### config.mk
export PLATFORM = sky130hd
export DESIGN_NAME = shared_key_calc
export DESIGN_NICKNAME = d
export VERILOG_FILES = /design/src/rtl/shared_key_calc.sv
export SDC_FILE = /design/constraint.sdc
export NUM_CORES = 1
export LEC_CHECK = 0
export CAP_MARGIN = 20
export CELL_PAD_IN_SITES_DETAIL_PLACEMENT = 1
export CELL_PAD_IN_SITES_GLOBAL_PLACEMENT = 1
export CORE_ASPECT_RATIO = 0.9
export CORE_MARGIN = 2
export CORE_UTILIZATION = 49
export DETAILED_ROUTE_END_ITERATION = 7
export HOLD_SLACK_MARGIN = 0.02
export PLACE_DENSITY = 0.87
export SLEW_MARGIN = 10
export SYNTH_ARGS = -nofsm -noshare
export SYNTH_HDL_FRONTEND = slang
export SYNTH_SLANG_ARGS = --single-unit
### constraint.sdc
create_clock -name clk -period 15.2 [get_ports clk]
set_input_delay 3.04 -clock clk [delete_from_list [all_inputs] [get_ports clk]]
set_output_delay 3.04 -clock clk [all_outputs]
set_load 0.02 [all_outputs]
### src/rtl/shared_key_calc.sv
// rtl/shared_key_calc.sv - modular exponentiation key = r2^x mod p
// Left-to-right square-and-multiply over a serial interleaved modular multiplier.
module shared_key_calc #(
  parameter int W = 32
) (
  input  logic         clk,
  input  logic         rst,
  input  logic         st,
  input  logic [W-1:0] r2,
  input  logic [W-1:0] x,
  input  logic [W-1:0] p,
  output logic [W-1:0] key,
  output logic         busy,
  output logic         done,
  output logic         err
);

  localparam int CW = (W > 1) ? $clog2(W) : 1;
  localparam logic [CW-1:0] LAST = CW'(W - 1);

  typedef enum logic [1:0] {IDLE, SQR, MUL, FIN} state_t;

  state_t       state, state_nx;
  logic [W-1:0] rr, rr_nx, xr, xr_nx, pr, pr_nx, res, res_nx, key_nx;
  logic [W:0]   acc, acc_nx;
  logic [CW-1:0] cyc, cyc_nx, idx, idx_nx;
  logic         errf, errf_nx, done_nx, err_nx;

  logic [W:0]   acc_in, t0, t1, t2, t3, pw;
  logic [W-1:0] md;
  logic         mbit;

  // One multiply step: double, reduce, conditionally add multiplicand, reduce.
  always_comb begin
    pw     = {1'b0, pr};
    acc_in = (cyc == LAST) ? '0 : acc;
    md     = (state == MUL) ? rr : res;
    mbit   = res[cyc];
    t0     = acc_in << 1;
    t1     = (t0 >= pw) ? t0 - pw : t0;
    t2     = t1 + (mbit ? {1'b0, md} : '0);
    t3     = (t2 >= pw) ? t2 - pw : t2;
  end

  always_comb begin
    state_nx = state;
    rr_nx    = rr;
    xr_nx    = xr;
    pr_nx    = pr;
    res_nx   = res;
    acc_nx   = acc;
    cyc_nx   = cyc;
    idx_nx   = idx;
    errf_nx  = errf;
    key_nx   = key;
    done_nx  = 1'b0;
    err_nx   = 1'b0;
    case (state)
      IDLE: begin
        if (st) begin
          rr_nx  = r2;
          xr_nx  = x;
          pr_nx  = p;
          res_nx = {{(W-1){1'b0}}, 1'b1};
          idx_nx = LAST;
          cyc_nx = LAST;
          if (p < 2 || r2 >= p) begin
            errf_nx  = 1'b1;
            state_nx = FIN;
          end else begin
            errf_nx  = 1'b0;
            state_nx = SQR;
          end
        end
      end
      SQR, MUL: begin
        acc_nx = t3;
        if (cyc != 0) begin
          cyc_nx = cyc - 1'b1;
        end else begin
          res_nx = t3[W-1:0];
          cyc_nx = LAST;
          if (state == SQR && xr[idx]) begin
            state_nx = MUL;
          end else if (idx == 0) begin
            state_nx = FIN;
          end else begin
            idx_nx   = idx - 1'b1;
            state_nx = SQR;
          end
        end
      end
      FIN: begin
        key_nx   = errf ? '0 : res;
        done_nx  = 1'b1;
        err_nx   = errf;
        state_nx = IDLE;
      end
      default: state_nx = IDLE;
    endcase
  end

  always_ff @(posedge clk or negedge rst) begin
    if (!rst) begin
      state <= IDLE;
      rr    <= '0;
      xr    <= '0;
      pr    <= '0;
      res   <= '0;
      acc   <= '0;
      cyc   <= '0;
      idx   <= '0;
      errf  <= 1'b0;
      key   <= '0;
      done  <= 1'b0;
      err   <= 1'b0;
    end else begin
      state <= state_nx;
      rr    <= rr_nx;
      xr    <= xr_nx;
      pr    <= pr_nx;
      res   <= res_nx;
      acc   <= acc_nx;
      cyc   <= cyc_nx;
      idx   <= idx_nx;
      errf  <= errf_nx;
      key   <= key_nx;
      done  <= done_nx;
      err   <= err_nx;
    end
  end

  assign busy = (state != IDLE);

endmodule

After elaboration in Yosys (flattened, before gate mapping):

Cells that the tools add are included.

* div/mod/pow operators: 0
* add/subtract/negate cells: 5
* shifts and indexed selects: 0
* multiplexer cells: 29
* bitwise logic cells: 0
* $mul: 0
* eq/ne operators: 8
* reduce and logical (&&, ||, !) cells: 13
* order comparisons: 6

Operator list (count)
* two-way mux 32 bit: 7
* greater-or-equal comparator 33 x 32 -> 1 bit: 2
* one-hot mux 32 bit (2 select lines): 1
* adder 33 x 32 -> 33 bit: 1
* two-way mux 33 bit: 1
* subtractor 33 x 32 -> 33 bit: 1
* greater-or-equal comparator 32 bit: 1
* < comparator 32 x 2 -> 1 bit, second input constant: 1
* subtractor 32 bit: 1
* two-way mux 5 bit: 5
* one-hot mux 5 bit (2 select lines): 2
* < comparator 5 x 6 -> 1 bit, second input constant: 2
* binary-select mux 1 bit (select 5 bit): 2
* two-way mux 2 bit: 5
* subtractor 5 x 1 -> 5 bit, second input constant: 2
* != test 2 bit, second input constant: 4
* one-hot mux 2 bit (3 select lines): 1
* AND reduction 2 bit: 3
* equality test 5 bit, second input constant: 1
* zero test 5 bit: 1
* two-way mux 1 bit: 5
* AND reduction 5 bit: 1
* nonzero test 5 bit: 1
* equality test 2 bit, second input constant: 2
* 7 further kinds: 8

* RAM bits: 0
* word-level logic and storage cells: 73
* memories kept: 0
* memory bits (read-only): 0
* flip-flop bits (word level): 207
* input bits: 99
* output and inout port bits: 35
* latch bits: 0

Longest topological paths before layout:

Gate-level depths: netlist of the first run.

* word-level depth: 9
* mapped depth: 38
* mapped depth without buffers: 34

Worst setup path after synthesis of the first run:

OpenSTA, ideal clock, no wires.

* kind: reg2reg
* start point: register cyc[0]
* end point: register acc[11]
* path slack: 7561 ps
* period minus slack after synthesis: 7639 ps
* arrival time: 7502 ps
* required time: 15063 ps
* path buffers: 5
* cell stages (with the launch flop): 35
* path through: dfrtp_1 ha_1 nand4_2 clkbuf_1 and2_1 ha_1 buf_4 nand3_2 or3_1 or4_4 nor4_2 nor3b_1 nand3_1 clkbuf_1 clkbuf_1 a21oi_1 ha_1 and4_1 o211ai_1 o211ai_1 a21oi_1 o221a_2 xnor2_1 ha_1 o21a_1 o211ai_1 o2bb2ai_1 nor3b_1 nand3_1 nand2_1 a31oi_1 nor3_4 buf_4 mux2i_1 a21oi_1

* word-level cells in the longest chain between the ends: 7
* elaborated cells on any way between the ends: 12
* those cells by class: 3 x add/sub; 2 x order compare; 1 x eq/ne; 6 x mux

RTL lines
* start: declaration: RTL line 26 `logic [CW-1:0] cyc, cyc_nx, idx, idx_nx;`
* start signal: assignment: RTL line 124 `cyc <= cyc_nx;`
* equality test 5 bit: RTL line 36 `acc_in = (cyc == LAST) ? '0 : acc;`
* two-way mux 32 bit: RTL line 36
* subtractor 33 x 32 -> 33 bit / greater-or-equal comparator 33 x 32 -> 1 bit (equally long branches): RTL line 40 `t1 = (t0 >= pw) ? t0 - pw : t0;`
* two-way mux 33 bit: RTL line 40
* adder 33 x 32 -> 33 bit (*): RTL line 41 `t2 = t1 + (mbit ? {1'b0, md} : '0);`
* subtractor 32 bit / greater-or-equal comparator 33 x 32 -> 1 bit (equally long branches): RTL line 42 `t3 = (t2 >= pw) ? t2 - pw : t2;`
* two-way mux 32 bit (*): RTL line 42
* end signal: assignment: RTL line 123 `acc <= acc_nx;`
* end: declaration: RTL line 25 `logic [W:0] acc, acc_nx;`

Every way passes the cells marked *; elsewhere a longest branch is shown, timed or not. The select of a mux whose other input is x is not followed.
A chain may end at the register's enable or synchronous reset.

Worst setup path after layout of the first run:

* start point: register cyc[0]
* end point: register acc[21]

The elaborated chain is that of the path after synthesis.

==> results of run 1 <==
## synth_stat cells (all sizes together) (21+ instances only)
library cell | number | area share [%]
mux2i | 64 | 4.0
o21ai | 99 | 3.1
dfrtp | 207 | 33
a21o | 41 | 1.9
o31ai | 31 | 1.5
nand2 | 177 | 4.2
clkbuf | 69 | 1.6
a21oi | 152 | 4.8
nand3 | 43 | 1.4
mux2 | 78 | 5.5
nor2 | 143 | 3.4
inv | 137 | 3.2
and2 | 34 | 1.3
nor3 | 24 | 0.83
xor2 | 21 | 1.2
ha | 136 | 11
xnor2 | 62 | 3.4
o22ai | 34 | 1.3
## state kept, by name, indices dropped and copies added, names as in the netlist
| register | count |
|---|---|
| pr | 32 |
| idx | 5 |
| err | 1 |
| acc | 32 |
| state | 2 |
| rr | 32 |
| xr | 32 |
| cyc | 5 |
| res | 32 |
| done | 1 |
| key | 32 |
| errf | 1 |
## critical path: cells and delay by family (launching register included)
| kind | cells | cell delay [ns] |
|---|---|---|
| AND/OR/NAND/NOR | 15 | 4.42 |
| AO/OA/AOI/OAI | 9 | 2.11 |
| adder cells (fa/ha/maj) | 4 | 1.45 |
| buffers and inverters | 4 | 1.44 |
| flip-flops | 1 | 0.86 |
| multiplexers | 1 | 0.45 |
| XOR/XNOR | 2 | 0.42 |
## cell usage in the layout (no fill, tap or decap), types with 10 or more instances in the layout
| cell type | count |
|---|---|
| sky130_fd_sc_hd__nand2b_1 | 11 |
| sky130_fd_sc_hd__nor2b_1 | 12 |
| sky130_fd_sc_hd__o21bai_1 | 18 |
| sky130_fd_sc_hd__o21ai_0 | 95 |
| sky130_fd_sc_hd__clkbuf_16 | 25 |
| sky130_fd_sc_hd__o22ai_1 | 34 |
| sky130_fd_sc_hd__nor4_1 | 17 |
| sky130_fd_sc_hd__nand3_1 | 40 |
| sky130_fd_sc_hd__xor2_1 | 21 |
| sky130_fd_sc_hd__o31ai_1 | 31 |
| sky130_fd_sc_hd__a31oi_1 | 13 |
| sky130_fd_sc_hd__a211oi_1 | 16 |
| sky130_fd_sc_hd__o211ai_1 | 12 |
| sky130_fd_sc_hd__nor2_1 | 143 |
| sky130_fd_sc_hd__xnor2_1 | 62 |
| sky130_fd_sc_hd__nand2_1 | 175 |
| sky130_fd_sc_hd__a21oi_1 | 152 |
| sky130_fd_sc_hd__mux2_2 | 76 |
| sky130_fd_sc_hd__nor3_1 | 23 |
| sky130_fd_sc_hd__and3_1 | 14 |
| sky130_fd_sc_hd__a21o_1 | 41 |
| sky130_fd_sc_hd__mux2i_1 | 63 |
| sky130_fd_sc_hd__dfrtp_1 | 207 |
| sky130_fd_sc_hd__clkdlybuf4s50_1 | 132 |
| sky130_fd_sc_hd__nand4_1 | 14 |
| sky130_fd_sc_hd__o21a_1 | 17 |
| sky130_fd_sc_hd__buf_4 | 10 |
| sky130_fd_sc_hd__mux4_2 | 20 |
| sky130_fd_sc_hd__ha_1 | 133 |
| sky130_fd_sc_hd__inv_1 | 136 |
| sky130_fd_sc_hd__and2_1 | 34 |
## cells by family (layout without fill, tap and decap cells)
logic type | count (synthesis) | after routing | synth area share (%)
AOI/OAI and AO/OA | 477 | 477 | 18.7
adders and majority gates | 139 | 139 | 11.1
xor gates and xnor gates | 83 | 83 | 4.59
other | 0 | 2 | 0
DFF | 207 | 207 | 32.7
and+or+nand+nor | 512 | 512 | 15.0
buffers and inverters | 223 | 323 | 5.48
muxes | 162 | 162 | 12.4
## layout make-up
class | instances | area [sq um]
diodes | 2 | 5.00
repair buffers | 145 | 1470
clock inverters | 8 | 71.3
well taps | 416 | 520
multi-input cells | 1373 | 9830
inverters | 137 | 514
fillers | 3655 | 13600
flip-flops and latches | 207 | 5180
clock buffers | 33 | 696
## layer usage
metal | up-vias | GRT usage, % | routed length (um)
met5 | - | 0 | 0
met4 | 0 | 12.8 | 2530
met3 | 139 | 6.04 | 3770
met2 | 548 | 60.7 | 28800
met1 | 7360 | 44.2 | 24500
li1 | 6595 | - | -
## how the worst min path moves through the flow
stage / from / endpoint / slack (ns) / cells past startpoint
finish: pr[26] / pr[26] / 0.49 / 2
global route: acc[18] / acc[18] / 0.51 / 1
CTS: acc[18] / acc[18] / 0.49 / 1
detailed placement: acc[18] / acc[18] / 0.47 / 1
global placement: acc[18] / acc[18] / 0.46 / 1
floorplan: acc[7] / acc[7] / 0.45 / 2
## per-stage QoR
| stage | worst slack [ns] | std cells | hold WS [ns] |
|---|---|---|---|
| final | 3.81 | 2321 | 0.492 |
| after CTS | 3.70 | 2318 | 0.489 |
| after global placement | 4.26 | 2276 | 0.458 |
| after floorplan | 7.56 | 1803 | 0.445 |
| after global routing | 3.05 | 2319 | 0.509 |
| after detailed placement | 3.80 | 2277 | 0.474 |
==> metrics.sh, run 1 <==
GRT_SETUP_UNREPAIRED='no'
DRT_WL_TOTAL_UM=59600
LAYOUT-DRIVE-GT1-SHARE_PCT=8.88
CTS_RESIZED=0
WORSTPATHMAXFANOUT=30
POSTSYNTHREGISTERBITS=207
YS.WARNINGS.COUNT=0
SYNTH.LIB_CELLS_USED.DISTINCT=73
FINAL.SETUP_SKEW_NS=0.0239
FINALSETUPVIOLCOUNT=0
ROUTE.DETAILED.VIAS_PER_INST=6.31
DRT-PASS1-ITER-COUNT=5
SYNTHESIS.NETS=2041
CLK_ROOT_BUFFER_CELL='sky130_fd_sc_hd__clkbuf_16'
GRT_FIRST_PASS_WIRELENGTH_UM=92700
ROUTE.VIAS.TOTAL=14600
HTREEDEPTH=1
POSTSYNTHAREAPERCELL_SQ_UM=8.79
CRIT_PATH_MAX_INCR_DELAY_NS=0.86
CRIT_PATH_END_KIND='register'
AREAGROWTHSYNTHTOFINISH_PCT=15.3
CLK_PIN_SLEW_WORST_PATHS_NS=0.06
NETLIST_AREA_SQ_UM=15800
SYNTH-EDFF-COUNT=0
CRIT_END='acc[21]'
R2R_CELLS=35
POST_CTS_SETUP_BUFFERS=0
STANDARD_CELL_ROW_COUNT=62
FINISH.UTILIZATION_PCT=57.3
STDCELL_AREA_SQ_UM=18300
REGTOREGSTARTPOINT='cyc[0]'
INITIALDRTVIOLATIONCOUNT=1035
CLK_PATH_BUF_DEPTH=3
SETUP.WORST_PATH.CLASS='reg -> reg'
SYNTHCELLS=1803
WORSTSETUPSTARTPOINT='cyc[0]'
ROUTABILITYCONGESTION=0.987
GRT_START_MAX_NET_PINS=94
CTS_NUM_SINKS=207
COREAREA_SQ_UM=31900
SETUP.WORST_PATH.START_CLASS='register'
GRT_PASS1_VIAS=15600
CAP_VIOL_MAX_COUNT=0
PLACE_AREA_SQ_UM=17500
STATUS='complete, no violations'
INSERTION_DELAY_TO_THE_LATER_SINK_OF_THE_WORST_SKEW_PAIR_NS=0.55
SLEW_VIOL_FINAL=0
DIE_AREA_SQ_UM=33800
SYNTHFLOPTYPE='sky130_fd_sc_hd__dfrtp_1'
ANTENNA_FOUND_INITIAL=3
DIE_SPAN_IN_X_UM=194
NUM-NETS-FINAL=2126
CRITICAL_PATH_ARRIVAL_NS=11.75
CTS_HOLD_BUFFERS=0
CRIT_PATH_TOP_DELAY_CELL='sky130_fd_sc_hd__dfrtp_1'
RRSETUPSLACK_NS=3.81
R2R_END='acc[21]'
SLEW_HEADROOM_PCT=12.1
TRITONCTS_BUFFER_COUNT=24
SYNTH_ASYNC_SR_FLOP_SHARE_PCT=100
GR-TOTAL-OVERFLOW=0
SETUP-TNS-FINAL_NS=0
SYNTH.YOSYS.SEQ_AREA_SHARE_PCT=32.7
HOLD_VIOL_FINAL=0
WORST_EP_REQUIRED_TIME_NS=15.56
WORST_SLEW_PIN_SLEW_NS=1.31
FMAXACHIEVABLE_GHz=0.0878
DRT-WIRELENGTH-PER-CELL_UM=25.7
GRTUSAGETOTAL_PCT=35.1
CHIPHEIGHT_UM=175
DETAIL_ROUTE.DRC_VIOLATIONS=0
CTS_TREE='yes'
FINAL_MIN_PERIOD_OVER_CLOCK_PERIOD_PCT=75.0
IO_BUFFER_COUNT=133
CRIT_TOP_CELL='sky130_fd_sc_hd__ha_1'
TIME_THE_FINAL_WORST_PATH_NEEDS_WITH_I_O_DELAYS_AND_SETUP_NS=11.39
DETAIL-ROUTE-ANTENNA-NETS=0
IOPINCOUNT=134
HPWL_UM=44500
HOLD_PATH_CLASS='reg -> reg'
START_UTIL_PCT=49.7
Power of run 1 is not shown: default switching activity piles up to over one toggle a cycle in this logic, so the estimate is an artifact.
==> run 2: changes to the inputs <==
Settings changed: CORE_UTILIZATION 49 to 41, PLACE_DENSITY 0.87 to 0.78.
Clock period 15.2 ns to 9.7 ns, I/O delays scaled along.
==> run 2 against run 1 <==
Compared with the run above: fmax increased by 24%; routed wire length decreased by 2.3%; count of clock-buffer cells in the layout increased by 1; clock skew increased by 0.0042 ns; worst setup slack got worse by 3.3 ns; via count decreased by 1.2%; sequential cell count unchanged.
==> metrics.sh, run 2 (synthesis results as in run 1) <==
STATUS='complete, no violations'
SLEW_VIOL_FINAL=0
CRITICAL_PATH_ARRIVAL_NS=9.58
GRT_PASS1_VIAS=15100
SETUP.WORST_PATH.START_CLASS='register'
CRIT_PATH_TOP_DELAY_CELL='sky130_fd_sc_hd__or4_4'
HOLD_PATH_CLASS='reg -> reg'
GR-TOTAL-OVERFLOW=0
LAYOUT-DRIVE-GT1-SHARE_PCT=9.97
GRT_START_MAX_NET_PINS=104
TIME_THE_FINAL_WORST_PATH_NEEDS_WITH_I_O_DELAYS_AND_SETUP_NS=9.21
GRTUSAGETOTAL_PCT=28.9
SLEW_HEADROOM_PCT=28.8
ROUTE.VIAS.TOTAL=14500
DRT-WIRELENGTH-PER-CELL_UM=24.1
COREAREA_SQ_UM=38200
HPWL_UM=45500
CTS_NUM_SINKS=207
FILLER_CELL_COUNT=4481
HTREEDEPTH=1
START_UTIL_PCT=41.5
WORST_SLEW_PIN_SLEW_NS=1.07
CRIT_PATH_END_KIND='register'
FINAL.SETUP_SKEW_NS=0.0281
SETUP-TNS-FINAL_NS=0
IOPINCOUNT=134
FINAL_COMMON_CELL='sky130_fd_sc_hd__dfrtp_1'
DRT_WL_TOTAL_UM=58200
AREAGROWTHSYNTHTOFINISH_PCT=17.2
FMAXACHIEVABLE_GHz=0.109
ANTENNA_FOUND_INITIAL=2
INSERTION_DELAY_TO_THE_LATER_SINK_OF_THE_WORST_SKEW_PAIR_NS=0.55
FINAL_MIN_PERIOD_OVER_CLOCK_PERIOD_PCT=94.9
GRT_FIRST_PASS_WIRELENGTH_UM=88900
CLK_PATH_BUF_DEPTH=3
SETUP.WORST_PATH.CLASS='reg -> reg'
GRT_SETUP_UNREPAIRED='no'
CTS_TREE='yes'
ROUTABILITYCONGESTION=0.983
ROUTE.DETAILED.VIAS_PER_INST=5.98
CLK_PIN_SLEW_WORST_PATHS_NS=0.07
DETAIL-ROUTE-ANTENNA-NETS=0
CRIT_PATH_MAX_INCR_DELAY_NS=0.54
INITIALDRTVIOLATIONCOUNT=1015
NUM-NETS-FINAL=2149
WORSTPATHMAXFANOUT=32
HOLD_VIOL_FINAL=0
DRT-PASS1-ITER-COUNT=5
WORST_EP_REQUIRED_TIME_NS=10.07
CLK_ROOT_BUFFER_CELL='sky130_fd_sc_hd__clkbuf_16'
FINALSETUPVIOLCOUNT=0
DIE_SPAN_IN_X_UM=211
CRIT_TOP_CELL='sky130_fd_sc_hd__a21oi_1'
IO_BUFFER_COUNT=133
DIE_AREA_SQ_UM=40200
CTS_HOLD_BUFFERS=0
LAYOUT_COMMON_CELLS='sky130_fd_sc_hd__dfrtp_1, sky130_fd_sc_hd__nand2_1, sky130_fd_sc_hd__a21oi_1'
CHIPHEIGHT_UM=191
DETAIL_ROUTE.DRC_VIOLATIONS=0
STANDARD_CELL_ROW_COUNT=68
TRITONCTS_BUFFER_COUNT=23
CAP_VIOL_MAX_COUNT=0
==> run 2: cell count changes in the layout (fill, tap and decap cells not counted), moves of 2 or more <==
cell | before | now
sky130_fd_sc_hd__buf_4 | 10 | 31
sky130_fd_sc_hd__clkinv_2 | 5 | 1
sky130_fd_sc_hd__clkbuf_8 | 5 | 8
sky130_fd_sc_hd__buf_12 | 0 | 2
sky130_fd_sc_hd__clkbuf_16 | 25 | 23
==> run 2: final timing paths <==
path	end	start	slack [ns]	cells past startpoint
worst max-delay path	acc[17]	cyc[2]	0.49	33
worst min-delay path	pr[23]	pr[23]	0.48	2
worst max register to register	acc[17]	cyc[2]	0.49	33
worst min register to register	pr[23]	pr[23]	0.48	2
max in group asynchronous	pr[22]	rst	6.10	3
min in group asynchronous	xr[24]	rst	1.50	1
==> run 2: routing by layer <==
metal  vias up  wire length (um)  global-route usage [%]
met4         0              1930                    9.21
met3       106              3580                    4.48
li1       6635                 -                       -
met2       452             27100                    48.0
met1      7270             25600                    38.6
met5         -                 0                       0
==> run 2: critical path, delay by kind of cell, from the launching register on <==
kind	cells	cell delay [ns]
mux	2	0.86
buf+inv	4	0.89
flops	1	0.51
compound gates	7	1.04
xor+xnor	1	0.31
simple gates	16	4.12
fa+ha+maj	3	1.28
==> run 2: cell type report <==
type | instances | area, sq um | area share [%]
timing repair buffer | 169 | 1670 | 9.01
sequential | 207 | 5180 | 27.9
tap | 490 | 613 | 3.30
inverter | 137 | 514 | 2.77
multi-input combinational | 1373 | 9840 | 53.0
clock buffer | 34 | 687 | 3.70
clock inverter | 6 | 68.8 | 0.370
antenna | 1 | 2.50 | 0.0135
==> run 2: timing repair <==
item                       in CTS  in global routing
setup endpoints to repair       0                  1
setup buffers                   0                  0
resized for setup               0                  1
==> run 2: stage by stage <==
stage | setup slack [ns] | hold WS (ns) | std cells | util (%) | cell area [sq um]
2_1_floorplan | 2.06 | 0.445 | 1803 | - | 15800
3_3_place_gp | 0.909 | 0.466 | 2373 | 46.4 | 17700
3_5_place_dp | 0.673 | 0.473 | 2374 | 46.5 | 17800
4_1_cts | 0.627 | 0.486 | 2414 | 48.5 | 18500
5_1_grt | 0.0620 | 0.510 | 2416 | 48.6 | 18600
6_report | 0.492 | 0.481 | 2417 | 48.6 | 18600
Power of run 2 is left out for the same reason.
==> run 3: changes to the inputs <==
Settings changed: CORE_UTILIZATION 41 to 40, HOLD_SLACK_MARGIN 0.02 to not set, PLACE_DENSITY 0.78 to 0.76.
==> run 3 against run 2 <==
Compared with the run above: clock skew shrank 0.017 ns; hold slack gained 0.0023 ns; first-iteration DRC count is 2.6% higher; die area is 2.4% higher; sequential cell count is the same; worst setup slack better by 0.24 ns; critical path depth is 1 lower; core utilization down 0.91 points; largest cell class unchanged.
==> metrics.sh, run 3 (synthesis results as in run 1) <==
FMAXACHIEVABLE_GHz=0.111
SLEW_HEADROOM_PCT=24.5
POST_CTS_SETUP_BUFFERS=0
ROUTE.DETAILED.VIAS_PER_INST=5.85
HOLD_VIOL_FINAL=0
GRT_SETUP_UNREPAIRED='no'
PLACE_WS_NS=0.536
HOLD_PATH_CLASS='reg -> reg'
DRT-PASS1-ITER-COUNT=5
SETUP.WORST_PATH.START_CLASS='register'
FINAL_COMMON_CELL='sky130_fd_sc_hd__dfrtp_1'
CLK_PIN_SLEW_WORST_PATHS_NS=0.06
ROUTE.VIAS.TOTAL=14500
DIE_AREA_SQ_UM=41200
STATUS='complete, no violations'
START_UTIL_PCT=40.3
NUM-NETS-FINAL=2161
CRIT_TOP_CELL='sky130_fd_sc_hd__a21oi_1'
HPWL_UM=45900
CTS_HOLD_BUFFERS=0
FINALSETUPVIOLCOUNT=0
CTS_RESIZED=0
GR-TOTAL-OVERFLOW=0
GRT_FIRST_PASS_WIRELENGTH_UM=91300
INSERTEDDIODECOUNT=0
SLEW_VIOL_FINAL=0
CLK_ROOT_BUFFER_CELL='sky130_fd_sc_hd__clkbuf_16'
SETUP-TNS-FINAL_NS=0
CRIT_PATH_END_KIND='register'
WORST_SLEW_PIN_SLEW_NS=1.13
GRT_START_MAX_NET_PINS=100
CRIT_PATH_MAX_INCR_DELAY_NS=0.54
INITIALDRTVIOLATIONCOUNT=1041
DRT-WIRELENGTH-PER-CELL_UM=24.0
CTS_TREE='yes'
CHIPHEIGHT_UM=193
FINAL_CRITICAL_PATH_SETUP_SLACK_NS=0.727
STANDARD_CELL_ROW_COUNT=69
WORST_HOLD_SLACK_NS=0.484
COREAREA_SQ_UM=39300
WORST_EP_REQUIRED_TIME_NS=10.08
GRT_PASS1_VIAS=15400
AREAGROWTHSYNTHTOFINISH_PCT=18.3
LAYOUT-DRIVE-GT1-SHARE_PCT=10.5
ROUTABILITYCONGESTION=0.964
DETAIL-ROUTE-ANTENNA-NETS=0
CRITICAL_PATH_ARRIVAL_NS=9.36
CLK_PATH_BUF_DEPTH=3
DRT_WL_TOTAL_UM=59300
TRITONCTS_BUFFER_COUNT=24
GRTUSAGETOTAL_PCT=29.1
SETUP.WORST_PATH.CLASS='reg -> reg'
ANTENNA_FOUND_INITIAL=1
DETAIL_ROUTE.DRC_VIOLATIONS=0
IOPINCOUNT=134
CRIT_PATH_TOP_DELAY_CELL='sky130_fd_sc_hd__or4_4'
HTREEDEPTH=1
CAP_VIOL_MAX_COUNT=0
FINAL.SETUP_SKEW_NS=0.0114
DIE_SPAN_IN_X_UM=214
INSERTION_DELAY_TO_THE_LATER_SINK_OF_THE_WORST_SKEW_PAIR_NS=0.54
WORSTPATHMAXFANOUT=32
TIME_THE_FINAL_WORST_PATH_NEEDS_WITH_I_O_DELAYS_AND_SETUP_NS=8.97
LAYOUT_COMMON_CELLS='sky130_fd_sc_hd__dfrtp_1, sky130_fd_sc_hd__nand2_1, sky130_fd_sc_hd__a21oi_1'
IO_BUFFER_COUNT=133
FINAL_MIN_PERIOD_OVER_CLOCK_PERIOD_PCT=92.5
CTS_NUM_SINKS=207
-- run 3: cell count changes in the layout (fill, tap and decap cells not counted), moves of 2 or more --
cell / change
sky130_fd_sc_hd__clkbuf_16: +2
sky130_fd_sc_hd__clkinv_2: +3
sky130_fd_sc_hd__buf_4: +13
sky130_fd_sc_hd__inv_6: -2
sky130_fd_sc_hd__clkbuf_8: -3
-- run 3: final cells by class --
| class | instances | area, sq um |
|---|---|---|
| Multi-Input combinational cell | 1373 | 9850 |
| Fill cell | 4549 | 20500 |
| Clock buffer | 34 | 699 |
| Inverter | 137 | 514 |
| Sequential cell | 207 | 5180 |
| Tap cell | 532 | 666 |
| Clock inverter | 8 | 97.6 |
| Timing Repair Buffer | 180 | 1730 |
-- run 3: through the flow --
stage | instances | utilization (%) | area (sq um)
detailed placement | 2428 | 45.6 | 17900
CTS | 2470 | 47.6 | 18700
finish | 2471 | 47.7 | 18700
global route | 2471 | 47.7 | 18700
global placement | 2427 | 45.5 | 17900
floorplan | 1803 | - | 15800
-- run 3: worst max-delay path: cells and delay by family, from the launching register on --
kind            cells  cell delay [ns]
xor+xnor            1             0.27
buf+inv             3             0.74
fa+ha+maj           3             1.20
mux                 2             0.80
flops               1             0.53
simple gates       14             3.61
compound gates      9             1.61
-- run 3: metal layers --
layer	global-route usage [%]	share of wire [%]	vias to the layer above
met5	0	0	-
met4	8.04	3.1	0
met3	4.15	4.9	94
met2	49.6	47	373
met1	38.5	45	7321
li1	-	-	6666
-- run 3: final timing paths --
check,from,end,slack [ns],cells past startpoint
min,acc[18],acc[18],0.48,1
max reg2reg,cyc[2],acc[29],0.73,32
max in group asynchronous,rst,rr[10],6.61,2
min reg2reg,acc[18],acc[18],0.48,1
max,cyc[2],acc[29],0.73,32
min in group asynchronous,rst,key[22],1.48,1
Power of run 3 is left out for the same reason.
